**src/rtl/program_loader_if.sv**
```systemverilog
// Byte-stream and program-memory write bus for program_loader.
// The loader side uses the slave modport; the stream source and observers use master.
interface program_loader_if #(
  parameter int unsigned ADDR_W = 8
);
  localparam int unsigned WORD_W = 12;
  localparam int unsigned CNT_W  = 9;

  logic              start;
  logic              in_valid;
  logic [7:0]        in_data;
  logic              in_ready;
  logic              pmem_le;
  logic              pmem_we;
  logic [ADDR_W-1:0] pmem_addr;
  logic [WORD_W-1:0] pmem_wdata;
  logic              busy;
  logic              done;
  logic              error;
  logic [CNT_W-1:0]  word_count;

  modport master (
    output start, in_valid, in_data,
    input  in_ready, pmem_le, pmem_we, pmem_addr, pmem_wdata,
           busy, done, error, word_count
  );

  modport slave (
    input  start, in_valid, in_data,
    output in_ready, pmem_le, pmem_we, pmem_addr, pmem_wdata,
           busy, done, error, word_count
  );
endinterface

```
**src/rtl/program_loader.sv**
```systemverilog
// Program-memory writer: assembles 12-bit words from a COUNT/HI/LO byte stream.
// Optional trailing checksum byte enabled by defining PROGRAM_LOADER_CHECKSUM_EN.
module program_loader #(
  parameter int unsigned ADDR_W = 8
) (
  input  logic            clk,
  input  logic            rst,
  program_loader_if.slave bus
);

  localparam int unsigned WORD_W = 12;
  localparam int unsigned CNT_W  = 9;

  typedef enum logic [2:0] {
    ST_IDLE,
    ST_COUNT,
    ST_HI,
    ST_LO,
    ST_WRITE,
    ST_DONE,
    ST_ERROR,
    ST_CSUM
  } state_t;

  state_t            state_q, state_d;
  logic [ADDR_W-1:0] ptr_q, ptr_d;
  logic [CNT_W-1:0]  remaining_q, remaining_d;
  logic [3:0]        nibble_q, nibble_d;
  logic [CNT_W-1:0]  word_count_q, word_count_d;
  logic [ADDR_W-1:0] pmem_addr_q, pmem_addr_d;
  logic [WORD_W-1:0] pmem_wdata_q, pmem_wdata_d;
  logic              in_ready_q, in_ready_d;
  logic              busy_q, busy_d;
  logic              pmem_we_q, pmem_we_d;
  logic              done_q, done_d;
  logic              error_q, error_d;
  logic              accept;
`ifdef PROGRAM_LOADER_CHECKSUM_EN
  logic [7:0]        sum_q, sum_d;
`endif

  assign accept = bus.in_valid && in_ready_q;

  // State register and registered outputs
  always_ff @(posedge clk) begin
    if (rst) begin
      state_q      <= ST_IDLE;
      ptr_q        <= '0;
      remaining_q  <= '0;
      nibble_q     <= '0;
      word_count_q <= '0;
      pmem_addr_q  <= '0;
      pmem_wdata_q <= '0;
      in_ready_q   <= 1'b0;
      busy_q       <= 1'b0;
      pmem_we_q    <= 1'b0;
      done_q       <= 1'b0;
      error_q      <= 1'b0;
`ifdef PROGRAM_LOADER_CHECKSUM_EN
      sum_q        <= '0;
`endif
    end else begin
      state_q      <= state_d;
      ptr_q        <= ptr_d;
      remaining_q  <= remaining_d;
      nibble_q     <= nibble_d;
      word_count_q <= word_count_d;
      pmem_addr_q  <= pmem_addr_d;
      pmem_wdata_q <= pmem_wdata_d;
      in_ready_q   <= in_ready_d;
      busy_q       <= busy_d;
      pmem_we_q    <= pmem_we_d;
      done_q       <= done_d;
      error_q      <= error_d;
`ifdef PROGRAM_LOADER_CHECKSUM_EN
      sum_q        <= sum_d;
`endif
    end
  end

  // Next-state and datapath updates; status outputs are decoded from the next state
  always_comb begin
    state_d      = state_q;
    ptr_d        = ptr_q;
    remaining_d  = remaining_q;
    nibble_d     = nibble_q;
    word_count_d = word_count_q;
    pmem_addr_d  = pmem_addr_q;
    pmem_wdata_d = pmem_wdata_q;
`ifdef PROGRAM_LOADER_CHECKSUM_EN
    sum_d        = sum_q;
    if (accept) sum_d = sum_q + bus.in_data;
`endif

    case (state_q)
      ST_IDLE, ST_DONE, ST_ERROR: begin
        if (bus.start) begin
          state_d      = ST_COUNT;
          ptr_d        = '0;
          word_count_d = '0;
`ifdef PROGRAM_LOADER_CHECKSUM_EN
          sum_d        = '0;
`endif
        end
      end
      ST_COUNT: begin
        if (accept) begin
          // A count byte of zero encodes the full 256-word image
          remaining_d = (bus.in_data == 8'd0) ? CNT_W'(256) : CNT_W'(bus.in_data);
          state_d     = ST_HI;
        end
      end
      ST_HI: begin
        if (accept) begin
          if (bus.in_data[7:4] != 4'd0) begin
            state_d = ST_ERROR;
          end else begin
            nibble_d = bus.in_data[3:0];
            state_d  = ST_LO;
          end
        end
      end
      ST_LO: begin
        if (accept) begin
          pmem_addr_d  = ptr_q;
          pmem_wdata_d = {nibble_q, bus.in_data};
          state_d      = ST_WRITE;
        end
      end
      ST_WRITE: begin
        ptr_d        = ptr_q + ADDR_W'(1);
        word_count_d = word_count_q + CNT_W'(1);
        remaining_d  = remaining_q - CNT_W'(1);
        if (remaining_q == CNT_W'(1)) begin
`ifdef PROGRAM_LOADER_CHECKSUM_EN
          state_d = ST_CSUM;
`else
          state_d = ST_DONE;
`endif
        end else begin
          state_d = ST_HI;
        end
      end
`ifdef PROGRAM_LOADER_CHECKSUM_EN
      ST_CSUM: begin
        if (accept) begin
          state_d = ((sum_q + bus.in_data) == 8'd0) ? ST_DONE : ST_ERROR;
        end
      end
`endif
      default: state_d = ST_IDLE;
    endcase

    in_ready_d = (state_d == ST_COUNT) || (state_d == ST_HI) ||
                 (state_d == ST_LO)    || (state_d == ST_CSUM);
    busy_d     = in_ready_d || (state_d == ST_WRITE);
    pmem_we_d  = (state_d == ST_WRITE);
    done_d     = (state_d == ST_DONE);
    error_d    = (state_d == ST_ERROR);
  end

  assign bus.in_ready   = in_ready_q;
  assign bus.busy       = busy_q;
  assign bus.pmem_le    = busy_q;
  assign bus.pmem_we    = pmem_we_q;
  assign bus.pmem_addr  = pmem_addr_q;
  assign bus.pmem_wdata = pmem_wdata_q;
  assign bus.done       = done_q;
  assign bus.error      = error_q;
  assign bus.word_count = word_count_q;

endmodule

```
**src/flat_wrapper.sv**
```systemverilog
// flat-port wrapper written by rule: the top's interface ports become plain ports
module program_loader_flat 
#(
  parameter int unsigned ADDR_W = 8
)
  (clk, rst, bus_start, bus_in_valid, bus_in_data, bus_in_ready, bus_pmem_le, bus_pmem_we, bus_pmem_addr, bus_pmem_wdata, bus_busy, bus_done, bus_error, bus_word_count);
  program_loader_if #(.ADDR_W(ADDR_W)) bus_i ();
  input  logic clk;
  input  logic rst;
  input wire logic [$bits(bus_i.start)-1:0] bus_start;
  input wire logic [$bits(bus_i.in_valid)-1:0] bus_in_valid;
  input wire logic [$bits(bus_i.in_data)-1:0] bus_in_data;
  output wire logic [$bits(bus_i.in_ready)-1:0] bus_in_ready;
  output wire logic [$bits(bus_i.pmem_le)-1:0] bus_pmem_le;
  output wire logic [$bits(bus_i.pmem_we)-1:0] bus_pmem_we;
  output wire logic [$bits(bus_i.pmem_addr)-1:0] bus_pmem_addr;
  output wire logic [$bits(bus_i.pmem_wdata)-1:0] bus_pmem_wdata;
  output wire logic [$bits(bus_i.busy)-1:0] bus_busy;
  output wire logic [$bits(bus_i.done)-1:0] bus_done;
  output wire logic [$bits(bus_i.error)-1:0] bus_error;
  output wire logic [$bits(bus_i.word_count)-1:0] bus_word_count;
  assign bus_i.start = bus_start;
  assign bus_i.in_valid = bus_in_valid;
  assign bus_i.in_data = bus_in_data;
  assign bus_in_ready = bus_i.in_ready;
  assign bus_pmem_le = bus_i.pmem_le;
  assign bus_pmem_we = bus_i.pmem_we;
  assign bus_pmem_addr = bus_i.pmem_addr;
  assign bus_pmem_wdata = bus_i.pmem_wdata;
  assign bus_busy = bus_i.busy;
  assign bus_done = bus_i.done;
  assign bus_error = bus_i.error;
  assign bus_word_count = bus_i.word_count;
  program_loader #(.ADDR_W(ADDR_W)) u_core (.clk(clk), .rst(rst), .bus(bus_i));
endmodule
```
**config.mk**
```make
export PLATFORM = sky130hd
export DESIGN_NAME = program_loader_flat
export DESIGN_NICKNAME = d
export VERILOG_FILES = /design/src/rtl/program_loader_if.sv /design/src/rtl/program_loader.sv /design/src/flat_wrapper.sv
export SDC_FILE = /design/constraint.sdc
export NUM_CORES = 1
export LEC_CHECK = 0
export ABC_CLOCK_PERIOD_IN_PS = 1910
export CORE_MARGIN = 2
export CORE_UTILIZATION = 30
export CTS_BUF_LIST = sky130_fd_sc_hd__clkbuf_2 sky130_fd_sc_hd__clkbuf_4 sky130_fd_sc_hd__clkbuf_8
export CTS_CLUSTER_SIZE = 25
export DETAILED_ROUTE_END_ITERATION = 10
export HOLD_SLACK_MARGIN = 0.12
export MAX_ROUTING_LAYER = met4
export SYNTH_ARGS = -nofsm -noshare
export SYNTH_HDL_FRONTEND = slang
export SYNTH_SLANG_ARGS = --single-unit
export TNS_END_PERCENT = 30
```
**constraint.sdc**
```tcl
create_clock -name clk -period 1.91 [get_ports clk]
set_input_delay 0.2865 -clock clk [delete_from_list [all_inputs] [get_ports clk]]
set_output_delay 0.2865 -clock clk [all_outputs]
set_load 0.005 [all_outputs]
```
======== Yosys cells after proc, flatten, opt, wreduce, memory -nomap -nowiden ========
Index checks and enable logic that the tools add are counted.
storage, ports and cells
  bits in latches ......................... 0
  bits in writable memories ............... 0
  input port bits ......................... 12
  flip-flop bits (word level) ............. 58
  output and inout bits ................... 35
  memories ................................ 0
  word-level logic and storage cells ...... 61
  memory bits (read-only) ................. 0
operators by class
  divide/modulo/power cells ............... 0
  shift operators ......................... 0
  reductions and logical operators ........ 15
  bitwise operators ....................... 1
  multiplexer cells ....................... 14
  $add $sub $neg .......................... 3
  eq/ne operators ......................... 16
  $lt $le $gt $ge ......................... 0
  multiply operators ...................... 0
operators with widths
  cell                                                    count
  one-hot mux 9 bit (2 select lines)                      2
  two-way mux 9 bit                                       3
  equality test 3 bit (second input constant)             7
  two-way mux 3 bit                                       6
  one-hot mux 8 bit (2 select lines)                      1
  one-hot mux 3 bit (5 select lines)                      1
  equality test 3 x 2 -> 1 bit (second input constant)    4
  adder 9 x 1 -> 9 bit (second input constant)            1
  equality test 9 x 1 -> 1 bit (second input constant)    1
  subtractor 9 x 1 -> 9 bit (second input constant)       1
  adder 8 x 1 -> 8 bit (second input constant)            1
  logical NOT 8 bit                                       1
  two-way mux 8 bit                                       1
  equality test 3 x 1 -> 1 bit (second input constant)    2
  AND reduction 2 bit                                     3
  logical OR 1 bit                                        4
  nonzero test 2 bit                                      2
  nonzero test 4 bit                                      1
  logical NOT 3 bit                                       1
  AND reduction 3 bit                                     1
  OR reduction 3 bit                                      1
  inequality test 2 x 1 -> 1 bit (second input constant)  1
  inequality test 2 bit (second input constant)           1
  logical AND 1 bit                                       1
  inverter 1 bit                                          1

======== Depth between registers and ports, before layout ========
  depth in word-level cells ............... 9
  depth in mapped cells ................... 7
  mapped depth without buffers ............ 6

======== Least setup slack after synthesis ========
Ideal clock, no wire load.
  path type ............................... register to register
  start point ............................. register u_core.state_q[0]
  end point ............................... register u_core.remaining_q[7]
  period minus slack after synthesis ...... 1.629 ns
  path slack .............................. 0.281 ns
  setup time .............................. 0.070 ns
  data required time ...................... 1.840 ns
  buffers on the path ..................... 1
  arrival time ............................ 1.559 ns
  stages on the path, launching flop included .. 7
  cell sequence ........................... dfxtp_1 buf_4 nor3b_4 nand3_1 nor4_2 mux2_2 a21oi_1
on the way
  cells in the longest elaborated chain, start to end .. 3
  elaborated cells between the ends (all ways) .. 6
  classes of those cells .................. eq/ne: 3; mux: 1; reduce/logical: 2
RTL lines
  item                                                                                   RTL line              source
  start: declaration                                                                     program_loader.sv:25  state_t state_q, state_d;
  start signal: assignment                                                               program_loader.sv:63  state_q <= state_d;
  equality test 3 x 1 -> 1 bit / equality test 3 bit (equally long branches)             program_loader.sv:95  case (state_q)
  inequality test 2 x 1 -> 1 bit (no line) / nonzero test 2 bit (equally long branches)  --
  AND reduction 2 bit (no line)                                                          --
  end signal: assignment                                                                 program_loader.sv:65  remaining_q <= remaining_d;
  end: declaration                                                                       program_loader.sv:27  logic [CNT_W-1:0] remaining_q, remaining_d;
Parallel ways exist; a longest one is shown, timed or not.
A chain may end at the register's enable or synchronous reset.

======== Worst setup path after layout ========
  start point ............................. register u_core.state_q[2]
  end point ............................... register u_core.busy_q (netlist: u_core.bus.busy)
on the way
  cells in the longest elaborated chain, start to end .. 8
  elaborated cells between the ends (all ways) .. 22
  classes of those cells .................. eq/ne: 11; mux: 5; reduce/logical: 6
RTL lines
  item                                                                                 RTL line               source
  equality test 3 bit / logical NOT 3 bit (equally long branches)                      program_loader.sv:95
  OR reduction 3 bit                                                                   program_loader.sv:95
  one-hot mux 3 bit (5 select lines) (*)                                               program_loader.sv:95
  equality test 3 x 1 -> 1 bit / equality test 3 x 2 -> 1 bit (equally long branches)  program_loader.sv:154  in_ready_d = (state_d == ST_COUNT) || (state_d == ST_HI) ||
  logical OR 1 bit (2 in a row)                                                        program_loader.sv:154
  logical OR 1 bit                                                                     program_loader.sv:155  (state_d == ST_LO) || (state_d == ST_CSUM);
  logical OR 1 bit (*)                                                                 program_loader.sv:156  busy_d = in_ready_d || (state_d == ST_WRITE);
  end signal: assignment                                                               program_loader.sv:71   busy_q <= busy_d;
  end: declaration                                                                     program_loader.sv:33   logic busy_q, busy_d;
Mark *: on every way between the ends. The rest lies on a longest branch, timed or not.

==> metrics <==
commonest non-fill, non-tap cells in the layout dfxtp_1 (58), nand2_1 (57), a21oi_1 (45), clkdlybuf4s50_1 (45), nor2_1 (32); cell-internal power 1.851 mW; Iteration-0 DRC Markers 91; Worst-path clk slew 70 ps; vias in the first global route 2,359; hold buffers post-CTS 0; Remaining Overflow, GRT 0; leakage approximately 1.2 nW; unrepaired setup endpoints after global routing false; Critical Setup Path Class register to register; Slew HR 0.6361; GR Util All Layers 0.1468; # rows 33; Yosys top cell area share 0.4464; delay-heaviest family, CP simple AND/OR/NAND/NOR gates; CP Data Required Time 2180 ps; CTS tree yes; Slew Viols, Final 0; min cycle time layout roughly 1700 ps; full die area 0.009431 mm^2; DR pass1 iterations 4; CP startpoint kind register; Top FF cell, synth dfxtp_1; Fillers 877; syn avg cell area 8.180 um^2; register area 0.001161 mm^2; Final nets between 300 and 400; Peak VDD IR 396.3 uV; Worst Skew 5.516 ps; CTS H-tree depth 3; Boundary Pins 47; Design Power 2.442 mW; clock group share of total power 0.416; fraction of registers with async set/reset 0; CP endpoint kind register; worst-margin pin slew 540.9 ps; Final setup viols 0; Tcrit/Tclk final 0.8970; maximum fanout along the worst path 12; Post-Route Setup TNS 0 ps; core area 0.008299 mm^2; largest area contributor in the netlist dfxtp_1; combinational power share 0.078; Synth Instances 318; Cell Chain, Critical Path buf_4 > nand3b_1 > nor3b_4 > nor4_1 > and4_4 > o21bai_1; Yosys cell types 50; syn_nets 334; n_diodes 0; max incr delay on CP approximately 360 ps; Die Wd 97.12 um; WP buf/inv 1; post-layout utilization of the core 0.4163; clk root buf clkbuf_8; footprint of the multi-input gates 0.001344 mm^2; fraction of power spent switching nets 0.2419; clk buf depth 2; outcome finished, final reports clean; top post-synthesis cells by area dfxtp_1 (45%), a21oi_1 (8.7%), nand2_1 (8.2%), nor2_1 (4.6%), nand3_1 (2.7%); HP Class primary input to register; slowest cell on the critical path dfxtp_1; cts bufs inserted 9; antenna-violating nets left 0; Die Ht 97.12 um; FMAX 583.7 MHz; number of max-cap violations 0; P_sw a little under 600 uW; CTS Sinks 58; most common cell after layout, fill and taps aside dfxtp_1; Seq pwr share 0.506; DR DRC count 0; drt via density a little over 5; Initial Util 0.3134; I/O Buffers 46; placed cell areas 0.003278 mm^2; largest net degree at the start of global routing 21; Routability Congestion 0.8537; Pwr per Cell Area 706.9 mW/mm^2; worst skew pair latency 340 ps; Worst EP arrival 1990 ps; Routed WL roughly 6400 um; Design Area, Final 0.003455 mm^2; Fin. Hold Viols 0; first-pass GRT wire length 10,940 um; total number of vias 2,462; Post-synth EDFFs 0; hpwl dp 4509 um; initial antenna violation count 0; WL/cell 13.03 um; layout cells sized above 1 0.1332; Post-Syn Area 0.002601 mm^2; Synth Warn # 0; sequential cell area fraction in the yosys report 0.4464; P&R area growth vs syn 32.80%; #FFs+latches synth 58
==> layer usage <==
layer / global-route usage / part of all wire
met1: 0.1826 / 0.48
met2: 0.2244 / 0.47
met3: 0.05468 / 0.039
met4: 0.04117 / 0.012
met5: - / 0
==> Yosys cell counts (5+ instances only) <==
cell,n
nand2_1,57
nand3b_1,5
a21oi_1,45
a31oi_1,6
clkbuf_1,11
nand3_1,14
dfxtp_1,58
nand2b_1,9
nor2_1,32
o21ai_0,6
==> path summary, 6_finish.rpt <==
kind	start	to	slack (ps)	cells past startpoint
setup / recovery	u_core.state_q[2]$_SDFF_PP0_	u_core.bus.busy$_SDFF_PP0_	200	6
hold / removal	rst	u_core.bus.word_count[1]$_SDFFE_PP0P_	340	2
setup reg to reg	u_core.state_q[2]$_SDFF_PP0_	u_core.bus.busy$_SDFF_PP0_	200	6
hold reg to reg	u_core.nibble_q[2]$_SDFFE_PP0P_	u_core.bus.pmem_wdata[10]$_SDFFE_PP0P_	450	2
==> registers in the layout, summed over array words and instances, names as in the netlist <==
name	cells
u_core.bus.word_count	9
u_core.bus.pmem_wdata	12
u_core.bus.pmem_we	1
u_core.bus.error	1
u_core.bus.busy	1
u_core.state_q	3
u_core.bus.done	1
u_core.remaining_q	9
u_core.nibble_q	4
u_core.ptr_q	8
u_core.bus.pmem_addr	8
u_core.bus.in_ready	1
==> through the flow <==
step,hold slack (ps),setup slack (ps),std cells
final,343.4,196.7,488
after detailed placement,448.3,-66.98,473
after floorplan,422.5,280.9,318
after global placement,445.6,-43.82,473
after CTS,332.1,149.8,488
after global routing,356.9,48.67,488
==> power by group through the flow <==
stage / clock, mW / combinational (mW) / sequential [mW]
final: 1.02 / 0.191 / 1.23
after global routing: 1.09 / 0.212 / 1.24
after CTS: 1.05 / 0.192 / 1.23
after detailed placement: 0 / 0.191 / 1.26
after global placement: 0 / 0.189 / 1.26
after floorplan: 0 / 0.0981 / 1.26
==> cell families (layout without fill, tap and decap cells) <==
logic type / Yosys count / in the layout / synth area share
DFF: 58 / 58 / 0.4464
adders and majority gates: 4 / 4 / 0.01924
AOI/OAI and AO/OA: 74 / 74 / 0.1669
muxes: 5 / 5 / 0.01972
buffers and inverters: 21 / 86 / 0.03800
and+or+nand+nor: 155 / 155 / 0.3064
xor gates and xnor gates: 1 / 1 / 0.003368
==> final cells by class <==
type / count / area share
flip-flops and latches: 58 / 0.3361
repair buffers: 68 / 0.1833
multi-input cells: 239 / 0.3890
inverters: 3 / 0.003260
clock buffers: 12 / 0.04600
well taps: 105 / 0.03803
clock inverters: 3 / 0.004346
==> timing repair <==
item                                   in CTS  in global routing
setup endpoints to repair                   0                  1
buffers inserted                            0                  0
resized for setup                           0                  1
endpoints found under the hold margin       0                  0
(Power assumes the default switching activity.)
